===== src/rtl/servo_mux_ctrl.sv =====
// rtl/servo_mux_ctrl.sv - RC/autopilot servo mux mode controller with debounce, RC-loss and AP watchdog
module servo_mux_ctrl #(
  parameter int DEBOUNCE_COUNT = 2000,
  parameter int RX_LOSS_COUNT  = 1000,
  parameter int RECOVER_COUNT  = 5000,
  parameter int AP_TIMEOUT     = 500
) (
  input  logic       clk,
  input  logic       rst_n,
  input  logic       mode_log,
  input  logic       mode_rx_problem,
  input  logic       ap_beat,
  output logic       sel_ap,
  output logic       failsafe,
  output logic       ap_fault,
  output logic [1:0] state
);

  // One shared counter width, large enough for the biggest terminal value and never below 14 bits.
  localparam int MAX_AB  = (DEBOUNCE_COUNT > RX_LOSS_COUNT) ? DEBOUNCE_COUNT : RX_LOSS_COUNT;
  localparam int MAX_CD  = (RECOVER_COUNT > AP_TIMEOUT) ? RECOVER_COUNT : AP_TIMEOUT;
  localparam int MAX_ALL = (MAX_AB > MAX_CD) ? MAX_AB : MAX_CD;
  localparam int CW_RAW  = $clog2(MAX_ALL + 1);
  localparam int CW      = (CW_RAW > 14) ? CW_RAW : 14;

  localparam logic [CW-1:0] DEB_MAX  = CW'(DEBOUNCE_COUNT);
  localparam logic [CW-1:0] LOSS_MAX = CW'(RX_LOSS_COUNT);
  localparam logic [CW-1:0] GOOD_MAX = CW'(RECOVER_COUNT);
  localparam logic [CW-1:0] WD_MAX   = CW'(AP_TIMEOUT);
  localparam logic [CW-1:0] ONE      = CW'(1);

  typedef enum logic [1:0] {
    ST_MANUAL   = 2'b00,
    ST_AUTO     = 2'b01,
    ST_FAILSAFE = 2'b10,
    ST_DEAD     = 2'b11
  } state_t;

  state_t        cur_state;
  state_t        nxt_state;
  logic [CW-1:0] wd_cnt;
  logic [CW-1:0] loss_cnt;
  logic [CW-1:0] good_cnt;
  logic [CW-1:0] deb_cnt;
  logic [CW-1:0] deb_nxt;
  logic          ap_ok;
  logic          rx_lost;
  logic          rx_recovered;
  logic          deb_done;
  logic          switch_cond;
  logic          fault_nxt;

  assign ap_ok        = (wd_cnt < WD_MAX);
  assign rx_lost      = (loss_cnt == LOSS_MAX);
  assign rx_recovered = (good_cnt == GOOD_MAX);
  assign deb_done     = (deb_cnt == DEB_MAX);
  assign state        = cur_state;

  // Autopilot watchdog: a heartbeat clears it, otherwise it climbs to the timeout and sticks there.
  // Reset parks it at the timeout so the autopilot is not trusted before its first beat.
  always_ff @(posedge clk or negedge rst_n) begin
    if (!rst_n) begin
      wd_cnt <= WD_MAX;
    end else if (ap_beat) begin
      wd_cnt <= '0;
    end else if (wd_cnt != WD_MAX) begin
      wd_cnt <= wd_cnt + ONE;
    end
  end

  // Run-length counters for consecutive bad and good mode-channel reception.
  always_ff @(posedge clk or negedge rst_n) begin
    if (!rst_n) begin
      loss_cnt <= '0;
      good_cnt <= '0;
    end else if (mode_rx_problem) begin
      good_cnt <= '0;
      if (loss_cnt != LOSS_MAX) loss_cnt <= loss_cnt + ONE;
    end else begin
      loss_cnt <= '0;
      if (good_cnt != GOOD_MAX) good_cnt <= good_cnt + ONE;
    end
  end

  // Next-state decode; within each state the checks are ordered AP loss, RC loss, recovery, mode switch.
  always_comb begin
    nxt_state   = cur_state;
    fault_nxt   = 1'b0;
    switch_cond = 1'b0;
    case (cur_state)
      ST_MANUAL: begin
        switch_cond = mode_log && !mode_rx_problem && ap_ok;
        if (rx_lost)       nxt_state = ap_ok ? ST_FAILSAFE : ST_DEAD;
        else if (deb_done) nxt_state = ST_AUTO;
      end
      ST_AUTO: begin
        switch_cond = !mode_log && !mode_rx_problem;
        if (!ap_ok) begin
          nxt_state = ST_MANUAL;
          fault_nxt = 1'b1;
        end else if (rx_lost) begin
          nxt_state = ST_FAILSAFE;
        end else if (deb_done) begin
          nxt_state = ST_MANUAL;
        end
      end
      ST_FAILSAFE: begin
        if (!ap_ok) begin
          nxt_state = ST_DEAD;
          fault_nxt = 1'b1;
        end else if (rx_recovered) begin
          nxt_state = mode_log ? ST_AUTO : ST_MANUAL;
        end
      end
      ST_DEAD: begin
        if (rx_recovered) nxt_state = ST_MANUAL;
      end
      default: nxt_state = ST_MANUAL;
    endcase

    deb_nxt = '0;
    if (nxt_state == cur_state && switch_cond) begin
      deb_nxt = (deb_cnt == DEB_MAX) ? deb_cnt : deb_cnt + ONE;
    end
  end

  // State, debounce and all outputs update together so the fault pulse lines up with the state change.
  always_ff @(posedge clk or negedge rst_n) begin
    if (!rst_n) begin
      cur_state <= ST_MANUAL;
      deb_cnt   <= '0;
      sel_ap    <= 1'b0;
      failsafe  <= 1'b0;
      ap_fault  <= 1'b0;
    end else begin
      cur_state <= nxt_state;
      deb_cnt   <= deb_nxt;
      sel_ap    <= (nxt_state == ST_AUTO) || (nxt_state == ST_FAILSAFE);
      failsafe  <= (nxt_state == ST_FAILSAFE) || (nxt_state == ST_DEAD);
      ap_fault  <= fault_nxt;
    end
  end

endmodule


===== config.mk =====
export PLATFORM = sky130hd
export DESIGN_NAME = servo_mux_ctrl
export DESIGN_NICKNAME = d
export VERILOG_FILES = /design/src/rtl/servo_mux_ctrl.sv
export SDC_FILE = /design/constraint.sdc
export NUM_CORES = 1
export LEC_CHECK = 0
export CAP_MARGIN = 5
export CORE_ASPECT_RATIO = 1.5
export CORE_MARGIN = 5
export CORE_UTILIZATION = 56
export CTS_CLUSTER_SIZE = 14
export DETAILED_ROUTE_END_ITERATION = 10
export GPL_ROUTABILITY_DRIVEN = 1
export PLACE_DENSITY = 0.76
export SLEW_MARGIN = 15
export SYNTH_ARGS = -nofsm -noshare
export SYNTH_HDL_FRONTEND = slang
export SYNTH_SLANG_ARGS = --single-unit

===== constraint.sdc =====
create_clock -name clk -period 2.7 [get_ports clk]
set_input_delay 0.54 -clock clk [delete_from_list [all_inputs] [get_ports clk]]
set_output_delay 0.54 -clock clk [all_outputs]
set_load 0.1 [all_outputs]

# Word-level counts from Yosys, hierarchy flattened
# Cells that the tools add are included.
# classes
n_lt_le_gt_ge	1
n_eq_ne	15
muxes	22
addsub	4
n_reduce_logical	12
# ops
operator	n
two-way mux 14 bit	8
adder 14 x 1 -> 14 bit, second input constant	4
two-way mux 2 bit	8
equality test 14 x 10 -> 1 bit, second input constant	1
equality test 14 x 11 -> 1 bit, second input constant	1
equality test 14 x 13 -> 1 bit, second input constant	1
less-than comparator 14 x 9 -> 1 bit, second input constant	1
!= test 14 x 10 -> 1 bit, second input constant	1
!= test 14 x 13 -> 1 bit, second input constant	1
!= test 14 x 9 -> 1 bit, second input constant	1
equality test 2 bit, second input constant	4
case mux 2 bit (4 select lines)	1
equality test 2 x 1 -> 1 bit, second input constant	2
logical AND 1 bit	4
two-way mux 1 bit	4
nonzero test 2 bit	2
equality test 2 bit	1
zero test 1 bit	2
zero test 2 bit	1
logical OR 1 bit	2
!= test 2 x 1 -> 1 bit, second input constant	1
!= test 2 bit, second input constant	1
case mux 1 bit (2 select lines)	1
OR reduction 2 bit	1
# word_totals
inputBits	5
output_inout_bits	5
word_cells	62
ff_bits	61

# Depth between registers and ports, before layout
# depth
ltp_word	8
depth_mapped	11
mapped_depth_nobuf	10

# Worst setup path before layout
# No wires, ideal clock.
# synth_timing
path_kind	register to register
startpoint	register cur_state[0] (netlist: state[0])
endpoint	register deb_cnt[2]
t_required_ns	2.604
synth_period_minus_slack_ns	3.132
setup_ns	0.096
path_buffers	3
stages_incl_launch_ff	11
slack_ns	-0.432
arrival_time_ns	3.036
path_cell_list	dfrtp_1 > inv_1 > ha_1 > buf_1 > nand2b_1 > a2bb2oi_1 > and3_1 > or4_1 > buf_2 > buf_6 > nor4_2
# synth_via
elab_chain_len	7
word_cells_on_any_way	18
cone_classes	5 x eq/ne; 11 x mux; 2 x reduce/logical
# synth_lines
element	line	source
from (decl)	39	state_t cur_state;
from (signal assigned)	136	cur_state <= nxt_state;
two-way mux 2 bit	103	end else if (deb_done) begin
two-way mux 2 bit	101	end else if (rx_lost) begin
two-way mux 2 bit	98	if (!ap_ok) begin
case mux 2 bit (4 select lines)	90	case (cur_state)
equality test 2 bit	122	if (nxt_state == cur_state && switch_cond) begin
logical AND 1 bit *	122	
!= test 2 bit (no line) or two-way mux 14 bit (tied branches)	-	
to (signal assigned)	137	deb_cnt <= deb_nxt;
to (decl)	44	logic [CW-1:0] deb_cnt;
# Mark *: on every way between the ends. The rest lies on a longest branch, timed or not.
# A chain may end at the register's enable or synchronous reset.

# Worst setup path in the final report
# layout_timing
startpoint	register cur_state[1] (netlist: state[1])
endpoint	register deb_cnt[13]
# Same word-level chain as after synthesis.

==> qor.csv <==
stage,metric,value,unit
power,comb_power_share,0.049,
final_layout,final_layout_size_suffix_gt1_frac,0.181,
timing,achievable-frequency,386,MHz
synth,synthTopCellsByArea,"sky130_fd_sc_hd__dfrtp_1 (40%), sky130_fd_sc_hd__xor2_1 (6.4%), sky130_fd_sc_hd__ha_1 (5.1%)",
floorplan,start_util,0.569,
route,detail_route.wirelength,6.38,mm
power,clock_power_share,0.448,
grt,first_global_vias,2545,
power,share_seq_of_total_power,0.504,
floorplan,core_area,6040,um^2
power,power.share.switching,0.215,
placed_design,buffer_ports.inserted,9,
timing,timing.final.hold_violations,0,
worst_setup_path,critical_path.startpoint_type,register,
synth,post_synth_xor_area_fraction,0.105,
route,starting_drt_drc_count,159,
synth,ys.warnings.count,0,
route,detailroute.via_count,2536,
clock_network,cts.root.buffer_cell,sky130_fd_sc_hd__clkbuf_8,
route,detail_route.first_pass.iterations,4,
clock_network,cts-root-to-sink-buffers,2,
power,power.density,476,nW/um^2
synth,ys_types,47,
timing,layout_setup_ws,0.107,ns
outcome,status,"complete, no violations",
synth,synth_seq_cells,61,
floorplan,top_level_ports,10,
synth,yosys.area.top_type,sky130_fd_sc_hd__dfrtp_1,
route,avgViaCountPerCell,5.70,
synth,combinational_family_with_the_most_area_after_synthesis,simple AND/OR/NAND/NOR gates,
worst_setup_path,timing.reg2reg.worst_path_depth,9,
grt,antenna_found_initial,0,
grt,grt_overall_usage,0.184,
clock_network,cts_tree,built,
synth,synth-main-ff-cell,sky130_fd_sc_hd__dfrtp_1,
synth,yosysMostFrequentCell,sky130_fd_sc_hd__dfrtp_1,
synth,synthesis.nets,363,
placed_design,post-dp-hpwl,4.42,mm
synth,synthTopCellsByCount,"sky130_fd_sc_hd__dfrtp_1 (55), sky130_fd_sc_hd__nor2_1 (36), sky130_fd_sc_hd__xor2_1 (25)",
synth,postSynth.asyncResetShare,1.00,
synth,synthMuxAreaShare,0.0157,
worst_setup_path,arrival_time_reported_for_the_critical_path_endpoint,2.82,ns
worst_setup_path,timing.rr.end,deb_cnt[13],
grt,grt_overflow_total,0,
clock_network,cts_made_buffers,9,
placed_design,worst_setup_slack_post_dpl,0.0502,ns
placed_design,placement.cell_area,3650,um^2
synth,syn-mean-instance-area,9.99,um^2
final_layout,area_growth_syn_to_layout,14.1,%
floorplan,dieWidth,74.0,um
synth,synth_cells,344,
timing,fin_setup_tns,0,ns
timing,setup_viol_count_final,0,
power,cell_internal_pwr,0.00147,W
grt,maximum_number_of_pins_on_one_net_before_global_route_repair,35,
worst_setup_path,crit_fanout,14,
power,power.static_leakage,1.63,nW
timing,final.setup_skew,0.0141,ns
worst_setup_path,critical_path_class,register to register,
run,timing.max_cap.violations,0,
route,routedWlPerCell,14.3,um
placed_design,placed_cells,427,
final_layout,antenna_cells_inserted,0,
worst_setup_path,required_time_of_the_critical_path,2.93,ns
synth,synth_top_area_frac,0.401,
final_layout,final_net_count,385,
worst_setup_path,reg2reg_from,state[1],
power,p_sw,0.000402,W
timing,slew_violations,0,
clock_network,clkSlewWorstSetupHoldPaths,0.07,ns
floorplan,fp.dieArea,7830,um^2
synth,total_standard_cell_area_after_synthesis,3440,um^2
synth,synth_edf_count,0,
worst_setup_path,register_to_register_path_setup_slack,0.11,ns
grt,grt_pass1_wl,11.4,mm
clock_network,cts_num_sinks,61,
floorplan,chipHeight,106,um
worst_setup_path,endpoint_kind,register,
timing,slew-limit-headroom,0.568,
synth,synth_fa_ha_area_frac,0.0510,
final_layout,design_area,3920,um^2
timing,max_slew.worst_pin.slew,0.648,ns
route,ant_nets,0,
placed_design,gp_routability_congestion,0.850,
clock_network,ctsHtreeMaxLevel,3,
clock_network,worstSkewPairLatency,0.33,ns
timing,crit_path_time_final,2.59,ns
floorplan,number_of_standard_cell_rows_in_the_floorplan,35,
timing,timing.final.crit_share,0.960,
route,remaining_drc_errors,0,
hold_path,holdCritPathClass,primary input to asynchronous set/reset pin,
power,ir_worst_vdd,0.521,mV
clock_network,hold_buffers,0,
final_layout,final-instance-count-excl-fill,445,
synth,synth_compound_gate_area_share,0.0648,
synth,part_of_the_yosys_area_used_for_sequential_elements,0.446,
timing,setup_repair_after_global_routing_missed_its_margin,no,
synth,post_synth_and_or_nand_nor_area_fraction,0.287,
power,design_power_total,0.00187,W
==> layout by cell type (no fill, tap or decap), types with 13 or more instances in the layout <==
master,count
sky130_fd_sc_hd__inv_1,13
sky130_fd_sc_hd__nand4_1,13
sky130_fd_sc_hd__nor2_1,36
sky130_fd_sc_hd__nand2_1,17
sky130_fd_sc_hd__ha_1,14
sky130_fd_sc_hd__xor2_1,25
sky130_fd_sc_hd__nand3_1,23
sky130_fd_sc_hd__dfrtp_1,53
sky130_fd_sc_hd__xnor2_1,16
sky130_fd_sc_hd__buf_4,17
==> timing repair <==
item	4_1_cts	5_1_grt
gates resized for setup	0	8
endpoints found under the setup margin	0	15
buffers inserted	0	2
==> how the worst max path moves through the flow <==
| stage | slack (ns) | start | cells after the start | end |
|---|---|---|---|---|
| after floorplan | 0.03 | state[1] | 10 | deb_cnt[2] |
| after global placement | 0.11 | state[1] | 9 | deb_cnt[11] |
| after detailed placement | 0.05 | state[1] | 9 | deb_cnt[12] |
| after CTS | 0.02 | state[1] | 9 | deb_cnt[12] |
| after global routing | 0.00006 | state[1] | 9 | deb_cnt[0] |
| final | 0.11 | state[1] | 9 | deb_cnt[13] |
==> power groups by stage <==
stage	combinational [W]	sequential (W)	clock [W]
detailed placement	0.0000912	0.000957	0
finish	0.0000913	0.000941	0.000836
CTS	0.0000917	0.000940	0.000852
floorplan	0.0000521	0.000954	0
global route	0.000106	0.000942	0.000906
global placement	0.0000886	0.000956	0
==> metrics by stage <==
step	hold slack (ns)	utilization
floorplan	0.244	-
global placement	0.492	0.605
detailed placement	0.507	0.605
CTS	0.239	0.639
global route	0.260	0.649
finish	0.225	0.649
==> flip-flops by register name (all words and copies together), names as in the netlist <==
| name | flops |
|---|---|
| failsafe | 1 |
| state | 2 |
| wd_cnt | 14 |
| good_cnt | 14 |
| deb_cnt | 14 |
| sel_ap | 1 |
| loss_cnt | 14 |
| ap_fault | 1 |
==> worst max-delay path, cell delays in order, from the launching register on <==
cell	delay, ns
sky130_fd_sc_hd__dfrtp_4	0.52
sky130_fd_sc_hd__inv_1	0.11
sky130_fd_sc_hd__ha_1	0.15
sky130_fd_sc_hd__inv_1	0.07
sky130_fd_sc_hd__a2111oi_4	0.38
sky130_fd_sc_hd__o22ai_1	0.14
sky130_fd_sc_hd__and3_1	0.19
sky130_fd_sc_hd__or4_1	0.51
sky130_fd_sc_hd__buf_6	0.19
sky130_fd_sc_hd__nor4_2	0.22
==> layout make-up <==
class | instances | area, um^2
multi-input cells | 258 | 1840
clock inverters | 1 | 30.0
well taps | 74 | 92.6
fillers | 482 | 2120
inverters | 13 | 48.8
clock buffers | 15 | 176
repair buffers | 23 | 194
flip-flops and latches | 61 | 1540
==> cell families (layout without fill, tap and decap cells) <==
family / count (synthesis) / count (layout)
buf+inv: 25 / 52
compound gates: 33 / 33
flops: 61 / 61
fa+ha+maj: 14 / 14
simple gates: 165 / 165
mux: 5 / 5
xor+xnor: 41 / 41
==> layer usage <==
| layer | GRT usage | routed length (um) | vias to the layer above |
|---|---|---|---|
| li1 | - | - | 1246 |
| met1 | 0.214 | 2680 | 1252 |
| met2 | 0.322 | 3430 | 31 |
| met3 | 0.0426 | 179 | 7 |
| met4 | 0.0661 | 95 | 0 |
| met5 | 0 | 0 | - |
(Power assumes the default switching activity.)
